File: src/rtl/stuff_serial_tx.sv
// Bit-stuffing serial transmitter: words go out LSB first, bit0 one cycle after accept, with a 0
// forced after RUN_LEN consecutive 1s; din_ready only opens at a word boundary or while idle.
module stuff_serial_tx #(
  parameter int DATA_W  = 8,
  parameter int RUN_LEN = 3
) (
  input  logic              clk,
  input  logic              rst,
  input  logic [DATA_W-1:0] din,
  input  logic              din_valid,
  output logic              din_ready,
  output logic              tx_bit,
  output logic              tx_valid,
  output logic              stuff_pulse,
  output logic              busy
);

  localparam int ONES_W = $clog2(RUN_LEN + 1);
  localparam int IDX_W  = $clog2(DATA_W + 1);

  localparam logic [ONES_W-1:0] ONES_MAX = ONES_W'(RUN_LEN);
  localparam logic [ONES_W-1:0] ONES_ONE = ONES_W'(1);
  localparam logic [IDX_W-1:0]  IDX_LAST = IDX_W'(DATA_W);
  localparam logic [IDX_W-1:0]  IDX_ONE  = IDX_W'(1);

  typedef enum logic [1:0] {
    IDLE  = 2'd0,
    SHIFT = 2'd1,
    STUFF = 2'd2
  } state_e;

  state_e            state_q, state_d;
  logic [DATA_W-1:0] shreg_q, shreg_d;
  logic [IDX_W-1:0]  idx_q, idx_d;
  logic [ONES_W-1:0] ones_q, ones_d;
  logic              last_q, last_d;
  logic              tx_bit_q, tx_bit_d;
  logic              tx_valid_q, tx_valid_d;
  logic              stuff_q, stuff_d;

  logic              word_done;
  logic              run_full;
  logic              accept;
  logic [ONES_W-1:0] load_ones;
  logic [ONES_W-1:0] emit_ones;

  assign word_done = (idx_q == IDX_LAST);
  assign run_full  = (ones_q == ONES_MAX);

  // The run count carries into the next word, so a loaded bit0 extends the current run.
  assign load_ones = din[0]     ? (ones_q + ONES_ONE) : '0;
  assign emit_ones = shreg_q[0] ? (ones_q + ONES_ONE) : '0;

  always_comb begin
    din_ready = 1'b0;
    if (!rst) begin
      unique case (state_q)
        IDLE:    din_ready = 1'b1;
        SHIFT:   din_ready = word_done && !run_full;
        STUFF:   din_ready = last_q;
        default: din_ready = 1'b0;
      endcase
    end
  end

  assign accept = din_valid & din_ready;

  always_comb begin
    state_d    = state_q;
    shreg_d    = shreg_q;
    idx_d      = idx_q;
    ones_d     = ones_q;
    last_d     = last_q;
    tx_bit_d   = tx_bit_q;
    tx_valid_d = tx_valid_q;
    stuff_d    = 1'b0;

    unique case (state_q)
      IDLE: begin
        if (accept) begin
          state_d    = SHIFT;
          shreg_d    = din >> 1;
          tx_bit_d   = din[0];
          tx_valid_d = 1'b1;
          idx_d      = IDX_ONE;
          ones_d     = load_ones;
          last_d     = 1'b0;
        end
      end

      SHIFT: begin
        if (run_full) begin
          state_d  = STUFF;
          tx_bit_d = 1'b0;
          stuff_d  = 1'b1;
          ones_d   = '0;
          last_d   = word_done;
        end else if (!word_done) begin
          tx_bit_d   = shreg_q[0];
          shreg_d    = shreg_q >> 1;
          idx_d      = idx_q + IDX_ONE;
          ones_d     = emit_ones;
          tx_valid_d = 1'b1;
        end else if (accept) begin
          shreg_d    = din >> 1;
          tx_bit_d   = din[0];
          tx_valid_d = 1'b1;
          idx_d      = IDX_ONE;
          ones_d     = load_ones;
          last_d     = 1'b0;
        end else begin
          state_d    = IDLE;
          tx_bit_d   = 1'b0;
          tx_valid_d = 1'b0;
          idx_d      = '0;
          ones_d     = '0;
          last_d     = 1'b0;
        end
      end

      STUFF: begin
        if (!last_q) begin
          state_d    = SHIFT;
          tx_bit_d   = shreg_q[0];
          shreg_d    = shreg_q >> 1;
          idx_d      = idx_q + IDX_ONE;
          ones_d     = emit_ones;
          tx_valid_d = 1'b1;
        end else if (accept) begin
          state_d    = SHIFT;
          shreg_d    = din >> 1;
          tx_bit_d   = din[0];
          tx_valid_d = 1'b1;
          idx_d      = IDX_ONE;
          ones_d     = load_ones;
          last_d     = 1'b0;
        end else begin
          state_d    = IDLE;
          tx_bit_d   = 1'b0;
          tx_valid_d = 1'b0;
          idx_d      = '0;
          ones_d     = '0;
          last_d     = 1'b0;
        end
      end

      default: begin
        state_d    = IDLE;
        tx_bit_d   = 1'b0;
        tx_valid_d = 1'b0;
        idx_d      = '0;
        ones_d     = '0;
        last_d     = 1'b0;
      end
    endcase
  end

  always_ff @(posedge clk) begin
    if (rst) begin
      state_q    <= IDLE;
      shreg_q    <= '0;
      idx_q      <= '0;
      ones_q     <= '0;
      last_q     <= 1'b0;
      tx_bit_q   <= 1'b0;
      tx_valid_q <= 1'b0;
      stuff_q    <= 1'b0;
    end else begin
      state_q    <= state_d;
      shreg_q    <= shreg_d;
      idx_q      <= idx_d;
      ones_q     <= ones_d;
      last_q     <= last_d;
      tx_bit_q   <= tx_bit_d;
      tx_valid_q <= tx_valid_d;
      stuff_q    <= stuff_d;
    end
  end

  assign tx_bit      = tx_bit_q;
  assign tx_valid    = tx_valid_q;
  assign stuff_pulse = stuff_q;
  assign busy        = (state_q != IDLE);

endmodule

File: config.mk
export PLATFORM = sky130hd
export DESIGN_NAME = stuff_serial_tx
export DESIGN_NICKNAME = d
export VERILOG_FILES = /design/src/rtl/stuff_serial_tx.sv
export SDC_FILE = /design/constraint.sdc
export NUM_CORES = 1
export LEC_CHECK = 0
export BUFFER_PORTS_ARGS = -buffer_cell sky130_fd_sc_hd__buf_4
export CORE_MARGIN = 8
export CORE_UTILIZATION = 56
export DETAILED_ROUTE_END_ITERATION = 8
export PLACE_DENSITY = 0.78
export SYNTH_ARGS = -nofsm -noshare
export SYNTH_HDL_FRONTEND = slang
export SYNTH_SLANG_ARGS = --single-unit
File: constraint.sdc
create_clock -name clk -period 2.46 [get_ports clk]
set_input_delay 0.123 -clock clk [delete_from_list [all_inputs] [get_ports clk]]
set_output_delay 0.123 -clock clk [all_outputs]
set_load 0.05 [all_outputs]
==> results of run 1 <==
[sequential cells by signal (all words and copies together) (netlist names)]
register and flops:
idx_q 4, last_q 1, ones_q 2, shreg_q 8, state_q 2, stuff_pulse 1
tx_bit 1, tx_valid 1
[cell type report]
cell class	count	area, sq um
clock buffer	4	36.3
fill	169	626
inverter	9	33.8
multi-input combinational	103	732
sequential	20	400
tap	27	33.8
timing repair buffer	16	120
[worst max-delay path: stages (launching register included)]
cell	delay, ns
dfxtp_1	0.41
inv_1	0.09
ha_1	0.27
and2_1	0.24
o41ai_1	0.35
a21oi_1	0.19
a221o_1	0.41
[synth_stat cells (3+ instances only)]
library cell  number
dfxtp_1           20
a21oi_1           12
inv_1              9
nand2_1            9
a221o_1            7
ha_1               7
nor2_1             7
nor3b_1            7
o21ai_0            7
nand3_1            5
nand3b_1           3
nor3_1             3
[logic make-up after synthesis]
group / Yosys count
buffers and inverters: 12
flip-flops: 20
AO/OA/AOI/OAI: 43
AND/OR/NAND/NOR: 53
adder cells (fa/ha/maj): 7
[power groups by stage]
| stage | Clock, mW | Combinational, mW | Sequential, mW |
|---|---|---|---|
| floorplan | 0 | 0.273 | 0.423 |
| global placement | 0 | 0.390 | 0.403 |
| detailed placement | 0 | 0.399 | 0.405 |
| CTS | 0.199 | 0.401 | 0.397 |
| global route | 0.212 | 0.439 | 0.405 |
| finish | 0.197 | 0.403 | 0.398 |
[path summary, 6_finish.rpt]
| check | depth (start not counted) | to | from | slack, ns |
|---|---|---|---|---|
| worst max-delay path | 6 | shreg_q[6] | state_q[1] | 0.40 |
| worst min-delay path | 2 | shreg_q[5] | din[6] | 0.03 |
| worst max register to register | 6 | shreg_q[6] | state_q[1] | 0.40 |
| worst min register to register | 2 | tx_bit | tx_bit | 0.46 |
[per-stage QoR]
step                      area, sq um  worst slack (ns)  hold slack, ns  power, mW
final                            1360             0.400          0.0274      0.998
after global routing             1360             0.231          0.0282       1.06
after CTS                        1360             0.406          0.0263      0.998
after detailed placement         1320             0.428           0.353      0.804
after global placement           1320             0.562           0.345      0.793
after floorplan                  1180             0.306           0.261      0.696
[metal layers]
layer | vias up | global-route usage | part of all wire
met1 | 544 | 0.194 | 0.45
li1 | 550 | - | -
met5 | - | 0 | 0
met2 | 25 | 0.286 | 0.50
met3 | 5 | 0.0309 | 0.041
met4 | 0 | 0.0747 | 0.011
==> results.md, run 1 <==
* Max cap viols at 0
* Final Cycle Share at 0.837
* Sequential Power Share at 0.399
* Grt ovf at 0
* VDD IR-drop max at 0.396 mV
* Residual DRC count at 0
* Post-Route WL at 2830 microns
* Clock Pin Slew Worst Setup and Hold Paths at 0.12 ns
* Most used flip-flop cell after synthesis: dfxtp_1
* Setup crit end kind: flip-flop
* Routed len/inst at 15.8 microns
* Nets at 171
* Iter 0 DRT Violations at 59
* Measured slew at the worst slew-check pin at 0.557 ns
* Sw Share at 0.398
* RD Place Congestion at 0.849
* P_sw at 0.397 mW
* Clock Latency Late Sink at 0.31 ns
* # diodes at 0
* Post-synth top area share at 0.338
* Placed Cells at 175
* Most frequent cells in the layout: 20 x dfxtp_1, 16 x buf_4, 12 x a21oi_1
* Final std cells w/o fill at 179
* Post-synth ARST share at 0
* Initial antenna violation count at 0
* Die Height at 62 microns
* Largest family of logic cells by synthesized area: simple AND/OR/NAND/NOR gates
* Global-route wire length before repair at 4840 microns
* Fin. Hold Viols at 0
* Synth Area per Inst at 8.78 sq um
* Synthesized area at 1180 sq um
* Maximum buffer depth of the clock tree at 2
* Logic pwr share at 0.404
* RSZ-0062 raised after global routing: false
* Clk root buf: clkbuf_4
* PortBufs at 15
* Synth Area in XOR/XNOR at 0
* Max-slew headroom at 0.628
* Post-DRT Antenna Nets at 0
* Syn. warnings at 0
* Maximum clock frequency at 0.485 GHz
* Initial Util at 0.598
* Clock power share at 0.197
* CP required at 2.67 ns
* Synth Area in Simple Gates at 0.281
* Layout cell share with drive strength beyond 1 at 0.178
* Commonest non-fill, non-tap cell in the layout: dfxtp_1
* Pwr Density at 736 nW/um^2
* Pin count of the biggest net entering global routing at 17
* First-pass DRT Iterations at 4
* Status: finished, final reports clean
* CP Data Arrival Time at 2.27 ns
* Synth Area in Adders at 0.0739
* Num CTS Buffers at 3
* Core Box Area at 1980 sq um
* GRT Util Overall at 0.166
* Vias in the first global route at 1113
* Die area at 3840 sq um
* Dominant cell type by area after synthesis: dfxtp_1
* Final setup fails at 0
* I/O pin count at 16
* Post-synthesis mux area share at 0
* # Post-CTS Setup Buffers at 0
* Routed vias at 1124
* Critical path type: flip-flop to flip-flop
* CP max FO at 7
* CTS tree: yes
* H-tree depth at 1
* FF+latch count, synth at 20
* Post-Synthesis Cells at 135
* Compound-Gate Fraction of Synth Area at 0.263
* P_leak at 0.532 nW
* Internal power at 0.601 mW
* Setup TNS at 0 ns
* Hold crit path type: input port to flip-flop
* Min cycle time layout at 2.06 ns
* Sequential fraction of the synthesis area at 0.338
* CTS sink cnt at 20
* Cell variety after synth at 44
* Row count at 16
* Post-CTS Hold Fix Bufs at 0
* Worst Clk Skew at 0.00909 ns
* Die width at 62 microns
* Detail-routed via count per cell at 6.28
* Crit path launch type: flip-flop
* Detailed Place HPWL at 2120 microns
* CTS resizes at 0
* Synth top area cells: dfxtp_1 34%, ha_1 7.4%, a221o_1 5.9%, a21oi_1 5.1%, nor3b_1 4.4%
* Synth Net Count at 153
* Final core occ at 0.684
* Post-synth EDFFs at 0
* Layout area overhead at 14.5%
* Max Slew Vio Count at 0
Note: power is estimated with default switching activity, not from simulation.
==> run 2, diff against run 1 <==
--- a/config.mk
+++ b/config.mk
@@ -5,11 +5,12 @@
 export SDC_FILE = /design/constraint.sdc
 export NUM_CORES = 1
 export LEC_CHECK = 0
+export ABC_AREA = 1
 export BUFFER_PORTS_ARGS = -buffer_cell sky130_fd_sc_hd__buf_4
 export CORE_MARGIN = 8
-export CORE_UTILIZATION = 56
+export CORE_UTILIZATION = 51
 export DETAILED_ROUTE_END_ITERATION = 8
-export PLACE_DENSITY = 0.78
+export PLACE_DENSITY = 0.74
 export SYNTH_ARGS = -nofsm -noshare
 export SYNTH_HDL_FRONTEND = slang
 export SYNTH_SLANG_ARGS = --single-unit
==> constraint.sdc (replaced) <==
create_clock -name clk -period 1.7 [get_ports clk]
set_input_delay 0.085 -clock clk [delete_from_list [all_inputs] [get_ports clk]]
set_output_delay 0.085 -clock clk [all_outputs]
set_load 0.05 [all_outputs]
==> results.md, run 2 <==
* Post-synth ARST share at 0 (unchanged)
* Num CTS Buffers at 3 (unchanged)
* Global-route wire length before repair at 5200 microns (+7.6%)
* CP max FO at 10 (+3)
* Critical path type: flip-flop to flip-flop
* Worst Clk Skew at 0.00135 ns (-0.00774 ns)
* H-tree depth at 1 (unchanged)
* Grt ovf at 0 (unchanged)
* Hold path depth at 3 (+1)
* Fin. Hold Viols at 0 (unchanged)
* Initial Util at 0.522 (-0.0760)
* # fillers at 182 (+7.7%)
* Pin count of the biggest net entering global routing at 20 (+3)
* GRT Util Overall at 0.148 (-0.0178)
* Post-Synthesis Cells at 177 (+31%)
* Max-slew headroom at 0.809 (+0.180)
* CTS tree: yes
* Layout cell share with drive strength beyond 1 at 0.405 (+0.227)
* # diodes at 0 (unchanged)
* Cell family with most CP delay: simple AND/OR/NAND/NOR gates
* Maximum buffer depth of the clock tree at 2 (unchanged)
* Core Box Area at 2410 sq um (+22%)
* Die area at 4310 sq um (+12%)
* First-pass DRT Iterations at 4 (unchanged)
* Residual DRC count at 0 (unchanged)
* Vias in the first global route at 1227 (+10%)
* Commonest non-fill, non-tap cell in the layout: buf_4
* Most common cell in the synthesized netlist: nand2_1
* PortBufs at 15 (unchanged)
* P_leak at 0.755 nW (+42%)
* Multi-input gate area at 851 sq um (+16%)
* Max reg flops at 8 (unchanged)
* Most frequent cells in the layout: 31 x buf_4, 30 x nand2_1, 17 x nand3_1, 17 x dfxtp_1, 15 x inv_1
* Cell variety after synth at 26 (-41%)
* Synth top area cells: dfxtp_1 32%, nand2_1 11%, nand3_1 7.2%, ha_1 7.0%, inv_1 6.3%
* Syn. warnings at 0 (unchanged)
* CP Data Arrival Time at 1.92 ns (-0.35 ns)
* CP peak stage delay at 0.38 ns (-0.03 ns)
* I/O pin count at 16 (unchanged)
* Die width at 65.7 microns (+5.9%)
* Max cap viols at 0 (unchanged)
* VDD IR-drop max at 0.931 mV (+130%)
* Synth Area per Inst at 7.10 sq um (-19%)
* Setup slack, reg-to-reg at 0.03 ns (-0.37 ns)
* CTS sink cnt at 20 (unchanged)
* Routed vias at 1276 (+14%)
* Status: finished, final reports clean
* Synth Net Count at 195 (+27%)
* CP bufs+invs at 4 (+3)
* Post-synth top area share at 0.318 (-0.0195)
* CP max stage cell: dfxtp_4
* Routed len/inst at 13.7 microns (-14%)
* Post-synth EDFFs at 0 (unchanged)
* RD Place Congestion at 0.876 (+3.1%)
* Row count at 18 (+2)
* Hold Crit Endpoint: shreg_q[0]
* Final Cycle Share at 0.982 (+0.145)
* Maximum clock frequency at 0.599 GHz (+23%)
* Setup TNS at 0 ns (unchanged)
* Setup crit end kind: flip-flop
* Die Height at 65.7 microns (+5.9%)
* RR Startpoint: state_q[1]
* Max Slew Vio Count at 0 (unchanged)
* RSZ-0062 raised after global routing: true
* Worst r2r path cells at 13 (+7)
* Synthesized area at 1260 sq um (+6.1%)
* Nets at 229 (+34%)
* Worst-path cell chain: inv_2 > ha_4 > inv_2 > nor2_4 > nand2_2 > nand3_4 > nand3_4 > buf_12 > inv_2 > nand3_1 > nand3_1 > nand2_1 > a21oi_1
* Measured slew at the worst slew-check pin at 0.287 ns (-0.271 ns)
* Clock Pin Slew Worst Setup and Hold Paths at 0.12 ns (about the same)
* Final setup fails at 0 (unchanged)
* Commonest cells in the synthesized netlist: 38 x nand2_1, 21 x inv_1, 20 x dfxtp_1
* Sequential fraction of the synthesis area at 0.318 (-0.0195)
* Detailed Place HPWL at 2310 microns (+9.2%)
* Largest registers: shreg_q (8), idx_q (4)
* CP required at 1.95 ns (-0.72 ns)
* Hold crit path type: input port to flip-flop
* Layout area overhead at 39.1%
* Min cycle time layout at 1.67 ns (-0.390 ns)
* Pwr Total at 2.08 mW (+110%)
* Seq. cell area at 409 sq um (+2.2%)
* Crit path launch type: flip-flop
* Most common cell on crit path: inv_2
* Post-DRT Antenna Nets at 0 (unchanged)
* Clock Latency Late Sink at 0.31 ns (about the same)
* Iter 0 DRT Violations at 65 (+10%)
* Biggest register: shreg_q
* FF+latch count, synth at 20 (unchanged)
* Clk root buf: clkbuf_4
* Detail-routed via count per cell at 5.32 (-15%)
* Initial antenna violation count at 0 (unchanged)
* Worst reg2reg path endpoint: state_q[0]
* Post-Route WL at 3280 microns (+16%)
* Pwr Density at 1190 nW/um^2 (+61%)
* Most used flip-flop cell after synthesis: dfxtp_1
* Dominant cell type by area after synthesis: dfxtp_1
* Hold path startpoint: din[1]
[run 2: worst max-delay path by stage]
stage                           from         end  cells past startpoint
after floorplan           state_q[1]  shreg_q[1]                      9
after global placement      idx_q[1]  shreg_q[0]                     12
after detailed placement    idx_q[1]  shreg_q[0]                     12
after CTS                 state_q[1]    idx_q[1]                     12
after global routing        idx_q[1]  state_q[0]                     13
final                     state_q[1]  state_q[0]                     13
[run 2: through the flow]
step           hold WS (ns)  setup WS (ns)  std cells  cell area [sq um]   util
5_1_grt              0.0986        -0.0829        240               1750  0.726
4_1_cts              0.0596         0.0105        233               1540  0.639
3_5_place_dp          0.330        -0.0111        228               1470  0.612
3_3_place_gp          0.320         0.0380        228               1470  0.612
6_report             0.0856         0.0300        240               1750  0.726
2_1_floorplan         0.284       -0.00765        177               1280      -
[run 2: metal layers]
layer | global-route usage | up-vias | wire [microns] | share of wire
li1 | - | 653 | - | -
met1 | 0.159 | 592 | 1400 | 0.43
met2 | 0.261 | 24 | 1680 | 0.51
met3 | 0.0493 | 7 | 137 | 0.042
met4 | 0.0599 | 0 | 57 | 0.017
met5 | 0 | - | 0 | 0
[run 2: kinds of logic (layout without fill, tap and decap cells)]
kind of cell               Yosys count  count (layout)  synth area share
and+or+nand+nor                     79              79             0.303
xor gates and xnor gates             1               1           0.00697
buffers and inverters               31              64             0.118
DFF                                 20              20             0.318
AOI/OAI and AO/OA                   39              39             0.183
adders and majority gates            7               7            0.0696
[run 2: cell type report]
| class | instances | share of cell area |
|---|---|---|
| multi-input combinational | 126 | 0.486 |
| sequential | 20 | 0.234 |
| timing repair buffer | 35 | 0.171 |
| inverter | 25 | 0.0572 |
| tap | 30 | 0.0215 |
| clock inverter | 1 | 0.0172 |
| clock buffer | 3 | 0.0129 |
[run 2: worst reg2reg max path, cell delays in order, from the launching register on]
cell	delay, ns
dfxtp_4	0.38
inv_2	0.09
ha_4	0.14
inv_2	0.05
nor2_4	0.07
nand2_2	0.07
nand3_4	0.08
nand3_4	0.12
buf_12	0.18
inv_2	0.05
nand3_1	0.05
nand3_1	0.10
nand2_1	0.07
a21oi_1	0.13
[run 2: power breakdown]
group	switching, mW	leakage (nW)	internal [mW]
clock	0.163	0.0279	0.238
sequential	0.0557	0.165	0.546
combinational	0.622	0.562	0.454
total	0.841	0.755	1.24
[run 2: timing repair]
action | 4_1_cts | 5_1_grt
gates resized for setup | 2 | 42
setup buffers | 0 | 6
hold endpoints to repair | 5 | 0
gates cloned | 0 | 1
pin swaps | 0 | 7
setup endpoints to repair | 4 | 18
hold buffers | 1 | 0
